===== config.mk =====
export PLATFORM = sky130hd
export DESIGN_NAME = mmio_out_fifo
export DESIGN_NICKNAME = d
export VERILOG_FILES = /design/src/rtl/mmio_out_fifo_pkg.sv /design/src/rtl/mmio_fifo_ram.sv /design/src/rtl/mmio_out_fifo.sv
export SDC_FILE = /design/constraint.sdc
export NUM_CORES = 1
export LEC_CHECK = 0
export CAP_MARGIN = 20
export CELL_PAD_IN_SITES_DETAIL_PLACEMENT = 0
export CELL_PAD_IN_SITES_GLOBAL_PLACEMENT = 1
export CORE_MARGIN = 8
export CORE_UTILIZATION = 44
export DETAILED_ROUTE_END_ITERATION = 8
export PLACE_DENSITY = 0.73
export SYNTH_ARGS = -nofsm -noshare
export SYNTH_HDL_FRONTEND = slang
export SYNTH_HIERARCHICAL = 1
export SYNTH_SLANG_ARGS = --single-unit

===== constraint.sdc =====
create_clock -name clk -period 3.4 [get_ports clk]
set_input_delay 0.68 -clock clk [delete_from_list [all_inputs] [get_ports clk]]
set_output_delay 0.68 -clock clk [all_outputs]
set_load 0.03 [all_outputs]

===== src/rtl/mmio_out_fifo_pkg.sv =====
// Shared constants for the MMIO output FIFO: default addresses and status bit layout.
// No logic; a helper function packs the status word.
// Imported by mmio_out_fifo.
package mmio_out_fifo_pkg;

  localparam logic [31:0] MMIO_DATA_ADDR_DEF   = 32'hFFFF_0000;
  localparam logic [31:0] MMIO_STATUS_ADDR_DEF = 32'hFFFF_0004;

  // Status register bit positions
  localparam int unsigned STAT_EMPTY   = 0;
  localparam int unsigned STAT_FULL    = 1;
  localparam int unsigned STAT_OVF     = 2;
  localparam int unsigned STAT_CNT_LSB = 8;

  // Pack occupancy and flags into the 32-bit status word
  function automatic logic [31:0] pack_status(input logic [7:0] cnt, input logic ovf,
                                              input logic full, input logic empty);
    logic [31:0] w;
    w = '0;
    w[STAT_CNT_LSB +: 8] = cnt;
    w[STAT_OVF]          = ovf;
    w[STAT_FULL]         = full;
    w[STAT_EMPTY]        = empty;
    return w;
  endfunction

endpackage


===== src/rtl/mmio_fifo_ram.sv =====
// DEPTH x 32 storage for the MMIO output queue; one sync write port, one async read port.
// Latency: write lands on posedge, read is combinational.
// No backpressure and no reset; occupancy is tracked by the parent.
module mmio_fifo_ram #(
  parameter int unsigned DEPTH = 8,
  parameter int unsigned AW    = 3
) (
  input  logic          clk,
  input  logic          we,
  input  logic [AW-1:0] waddr,
  input  logic [31:0]   wdata,
  input  logic [AW-1:0] raddr,
  output logic [31:0]   rdata
);

  logic [31:0] mem [DEPTH];

  // Write the pushed word into its slot
  always_ff @(posedge clk) begin
    if (we) mem[waddr] <= wdata;
  end

  assign rdata = mem[raddr];

endmodule


===== src/rtl/mmio_out_fifo.sv =====
// Snoops core stores to MMIO_DATA_ADDR and queues them for an external valid/ready consumer.
// Latency: word stored in cycle N appears on out_data/out_valid in cycle N+1.
// Never stalls the core: a push into a full queue (without a same-cycle pop) is dropped and sets
// sticky overflow. Optional status register under `MMIO_OUT_FIFO_STATUS_EN.
module mmio_out_fifo
  import mmio_out_fifo_pkg::*;
#(
  parameter int unsigned DEPTH            = 8,
  parameter logic [31:0] MMIO_DATA_ADDR   = MMIO_DATA_ADDR_DEF,
  parameter logic [31:0] MMIO_STATUS_ADDR = MMIO_STATUS_ADDR_DEF
) (
  input  logic        clk,
  input  logic        reset,
  input  logic        mem_write,
  input  logic        mem_read,
  input  logic [31:0] addr,
  input  logic [31:0] wdata,
  output logic [31:0] rdata,
  output logic        rdata_hit,
  output logic [31:0] out_data,
  output logic        out_valid,
  input  logic        out_ready,
  output logic        overflow
);

  localparam int unsigned AW = (DEPTH > 1) ? $clog2(DEPTH) : 1;
  localparam int unsigned CW = AW + 1;
  localparam logic [CW-1:0] FULL_CNT = CW'(DEPTH);

  logic [AW-1:0] wr_ptr, rd_ptr;
  logic [CW-1:0] count, count_nxt;
  logic          empty, full;
  logic          push_req, push, pop, ovf_set, ovf_clr;
  logic [31:0]   ram_rdata;
  logic [31:0]   status_word;

  assign empty    = (count == '0);
  assign full     = (count == FULL_CNT);
  assign push_req = mem_write && (addr == MMIO_DATA_ADDR);
  assign pop      = out_valid && out_ready;
  // A full queue still accepts a push when the head leaves in the same cycle
  assign push     = push_req && (!full || pop);
  assign ovf_set  = push_req && full && !pop;

  assign out_valid = !empty;
  assign out_data  = empty ? 32'h0 : ram_rdata;

  assign status_word = pack_status(8'(count), overflow, full, empty);

`ifdef MMIO_OUT_FIFO_STATUS_EN
  assign ovf_clr   = mem_write && (addr == MMIO_STATUS_ADDR) && wdata[STAT_OVF];
  assign rdata_hit = mem_read && (addr == MMIO_STATUS_ADDR);
  assign rdata     = status_word;
`else
  logic unused_status;
  assign unused_status = ^{mem_read, status_word, (addr == MMIO_STATUS_ADDR)};
  assign ovf_clr   = 1'b0;
  assign rdata_hit = 1'b0;
  assign rdata     = 32'h0;
`endif

  mmio_fifo_ram #(
    .DEPTH (DEPTH),
    .AW    (AW)
  ) u_ram (
    .clk   (clk),
    .we    (push),
    .waddr (wr_ptr),
    .wdata (wdata),
    .raddr (rd_ptr),
    .rdata (ram_rdata)
  );

  // Occupancy next-state: simultaneous push and pop leaves it unchanged
  always_comb begin
    count_nxt = count;
    if (push && !pop)      count_nxt = count + CW'(1);
    else if (!push && pop) count_nxt = count - CW'(1);
  end

  // Pointer and occupancy registers; pointers wrap modulo DEPTH
  always_ff @(posedge clk or negedge reset) begin
    if (!reset) begin
      wr_ptr <= '0;
      rd_ptr <= '0;
      count  <= '0;
    end else begin
      if (push) wr_ptr <= wr_ptr + AW'(1);
      if (pop)  rd_ptr <= rd_ptr + AW'(1);
      count <= count_nxt;
    end
  end

  // Sticky overflow; a dropped push in the same cycle beats a software clear
  always_ff @(posedge clk or negedge reset) begin
    if (!reset)       overflow <= 1'b0;
    else if (ovf_set) overflow <= 1'b1;
    else if (ovf_clr) overflow <= 1'b0;
  end

endmodule


==> flow_metrics.env <==
export IMPL_timing_final_setup_violations=0
export IMPL_crit_fanout=20
export IMPL_antenna_found_initial=2
export IMPL_worst_clock_skew_ns=0.0164
export IMPL_worst_setup_path_type="reg2out"
export IMPL_placed_cells_incl_taps=956
export IMPL_power_static_leakage_nw=4.59
export IMPL_critPathLaunchType="register"
export IMPL_finalCriticalPeriod_ns=3.33
export IMPL_fillerInstances=1945
export IMPL_hold_path_class="reg2reg"
export IMPL_timing_max_transition_violations_final=0
export IMPL_max_slew_worst_pin_slew_ns=0.600
export IMPL_cts_root_buffer="sky130_fd_sc_hd__clkbuf_16"
export IMPL_cts_root_to_sink_buffers=3
export IMPL_synth_mux_area_fraction_pct=18.2
export IMPL_outcome="complete, no violations"
export IMPL_synth_top_family_by_area="multiplexers"
export IMPL_floorplan_die_area_um2=30300
export IMPL_syn_mean_instance_area_um2=21.5
export IMPL_grt_use_total_pct=14.6
export IMPL_cellPowerDensity_nw_per_um2=489
export IMPL_final_common_cell="sky130_fd_sc_hd__edfxtp_1"
export IMPL_drcViolationCount=0
export IMPL_max_vdd_drop_uv=405
export IMPL_numPortBuffers=101
export IMPL_yosysWarningCount=6
export IMPL_xor_xnor_portion_of_the_synthesized_cell_area_pct=0.558
export IMPL_placed_area_um2=12700
export IMPL_post_route_cells_drive_above_1_share_pct=23.9
export IMPL_grt_start_max_net_pins=43
export IMPL_gp_routability_congestion=0.673
export IMPL_wire_per_inst_um=22.0
export IMPL_insertedDiodeCount=0
export IMPL_initial_standard_cell_utilization_of_the_core_pct=44.3
export IMPL_drt_iter0_markers=321
export IMPL_synth_lib_cells_used_distinct=40
export IMPL_async_reset_ff_share_pct=4.12
export IMPL_synth_seq_area_share_pct=72.4
export IMPL_clock_latency_on_the_worst_skew_pair_ns=0.54
export IMPL_synthSimpleGateAreaFrac_pct=4.13
export IMPL_routed_via_count=5287
export IMPL_route_detailed_vias_per_inst=5.25
export IMPL_finish_instance_area_um2=13600
export IMPL_instances_no_fill=1007
export IMPL_synth_enable_flop_cells=256
export IMPL_synth_fa_ha_area_share_pct=0.751
export IMPL_critical_path_arrival_ns=2.65
export IMPL_wirelength_um=22200
export IMPL_grt_overflow_total=0
export IMPL_die_h_um=174
export IMPL_fin_hold_ws_ns=0.478
export IMPL_layout_common_cells="256 x sky130_fd_sc_hd__edfxtp_1, 69 x sky130_fd_sc_hd__clkdlybuf4s50_1, 40 x sky130_fd_sc_hd__mux4_1"
export IMPL_cts_tree="done"
export IMPL_relSlewSlack_pct=60.0
export IMPL_num_nets_final=732
export IMPL_finalPower_mw=6.65
export IMPL_die_w_um=174
export IMPL_cts_buffers=28
export IMPL_first_drt_pass_iteration_count=5
export IMPL_tns_ns=0
export IMPL_syn2layout_area_growth_pct=23.5
export IMPL_ys_seq_elements=267
export IMPL_global_route_wire_length_before_repair_um=34100
export IMPL_boundaryPins=136
export IMPL_cts_hold_fix_buffers=0
export IMPL_synth_compound_area_share_pct=0.307
export IMPL_tritoncts_num_sinks=267
export IMPL_placementRows=58
export IMPL_clk_pin_slew_worst_paths_ns=0.06
export IMPL_grt_pass1_vias=5822
export IMPL_end_kind="output port"
export IMPL_h_tree_depth=1
export IMPL_timing_fmax_mhz=300
export IMPL_place_detailed_hpwl_um=13800
export IMPL_grt_setup_unrepaired="true"
export IMPL_drtAntennaViolNets=0
export IMPL_postSynthCellCount=512
export IMPL_crit_required_ns=2.72
export IMPL_core_region_area_um2=24800
export IMPL_timing_final_crit_share_pct=98.0
export IMPL_hold_viol=0
export IMPL_syn_area_um2=11000
export IMPL_top_reg_cell_synth="sky130_fd_sc_hd__edfxtp_1"
export IMPL_drv_max_cap_violation_count=0
## worst max-delay path, cell delays in order (launching register included)
cell	delay [ns]
sky130_fd_sc_hd__dfrtp_4	0.52
sky130_fd_sc_hd__buf_12	0.22
sky130_fd_sc_hd__mux4_1	0.60
sky130_fd_sc_hd__mux2_2	0.28
sky130_fd_sc_hd__and2_1	0.13
sky130_fd_sc_hd__dlygate4sd2_1	0.35
## per-stage QoR
| step | util (%) | setup WS, ns |
|---|---|---|
| after global placement | 51.2 | -0.256 |
| after detailed placement | 51.2 | -0.309 |
| after global routing | 54.7 | -0.00556 |
| final | 54.7 | 0.0686 |
| after CTS | 54.7 | 0.0270 |
| after floorplan | - | -0.410 |
## flip-flops by register name (all words and copies together), names as in the netlist
| register | count |
|---|---|
| wr_ptr | 3 |
| count | 4 |
| u_ram/mem | 256 |
| rd_ptr | 3 |
| overflow | 1 |
## synth_stat cells (2+ instances only)
| master | instances | area [µm²] |
|---|---|---|
| sky130_fd_sc_hd__mux4_1 | 40 | 1050 |
| sky130_fd_sc_hd__nor3_1 | 2 | 10.0 |
| sky130_fd_sc_hd__nand4_1 | 3 | 18.8 |
| sky130_fd_sc_hd__and2_1 | 32 | 200 |
| sky130_fd_sc_hd__nor2_1 | 9 | 33.8 |
| sky130_fd_sc_hd__or3_1 | 2 | 12.5 |
| sky130_fd_sc_hd__buf_2 | 6 | 30.0 |
| sky130_fd_sc_hd__buf_1 | 4 | 15.0 |
| sky130_fd_sc_hd__buf_4 | 33 | 248 |
| sky130_fd_sc_hd__mux4_2 | 24 | 541 |
| sky130_fd_sc_hd__edfxtp_1 | 256 | 7690 |
| sky130_fd_sc_hd__or4_1 | 2 | 15.0 |
| sky130_fd_sc_hd__nand2_1 | 4 | 15.0 |
| sky130_fd_sc_hd__ha_1 | 5 | 62.6 |
| sky130_fd_sc_hd__nand2b_1 | 5 | 31.3 |
| sky130_fd_sc_hd__xnor2_1 | 7 | 61.3 |
| sky130_fd_sc_hd__nand3_1 | 2 | 10.0 |
| sky130_fd_sc_hd__dfrtp_1 | 11 | 275 |
| sky130_fd_sc_hd__mux2_2 | 34 | 383 |
| sky130_fd_sc_hd__buf_6 | 7 | 78.8 |
| sky130_fd_sc_hd__inv_1 | 2 | 7.51 |
| sky130_fd_sc_hd__clkbuf_1 | 4 | 15.0 |
## worst paths after layout
path	start	end	slack, ns	cells after the start
min in group asynchronous	reset	wr_ptr[1]$_DFFE_PN0P_	0.50	1
worst max register to register	count[0]$_DFFE_PN0P_	count[3]$_DFFE_PN0P_	0.54	11
worst min register to register	count[3]$_DFFE_PN0P_	count[3]$_DFFE_PN0P_	0.48	1
worst min-delay path	count[3]$_DFFE_PN0P_	count[3]$_DFFE_PN0P_	0.48	1
max in group asynchronous	reset	rd_ptr[0]$_DFFE_PN0N_	2.47	1
worst max-delay path	rd_ptr[0]$_DFFE_PN0N_	out_data[8]	0.07	5
## area by class of cell
| cell class | instances | area (µm²) | area share (%) |
|---|---|---|---|
| well taps | 330 | 413 | 3.04 |
| clock inverters | 13 | 97.6 | 0.719 |
| multi-input cells | 221 | 2830 | 20.8 |
| clock buffers | 37 | 786 | 5.79 |
| flip-flops and latches | 267 | 7970 | 58.7 |
| repair buffers | 137 | 1480 | 10.9 |
| inverters | 2 | 7.51 | 0.0553 |
## timing repair
action / CTS / global route
buffers inserted: 1 / 0
endpoints found under the setup margin: 26 / 4
resized for setup: 26 / 5
## report_power, final
group	leakage (nW)	switching (mW)	internal [mW]	total (mW)
registers	2.45	0.000000441	3.60	3.60
clock network	0.428	1.18	1.69	2.88
logic	1.72	0.0979	0.0711	0.169
total	4.59	1.28	5.36	6.65
## layer usage
layer | vias to the layer above | track usage, % | part of all wire [%]
met3 | 40 | 3.84 | 6.9
li1 | 2348 | - | -
met1 | 2731 | 17.1 | 39
met4 | 4 | 3.88 | 2.4
met2 | 164 | 26.2 | 52
met5 | - | 0 | 0.12
## cell families (layout without fill, tap and decap cells)
kind of cell	Yosys count	after routing
flip-flops	267	267
multiplexers	100	100
AND/OR/NAND/NOR	70	70
buffers and inverters	56	189
XOR/XNOR	7	7
adder cells (fa/ha/maj)	6	6
AO/OA/AOI/OAI	5	5
other	1	33
Note: power is estimated with default switching activity, not from simulation.
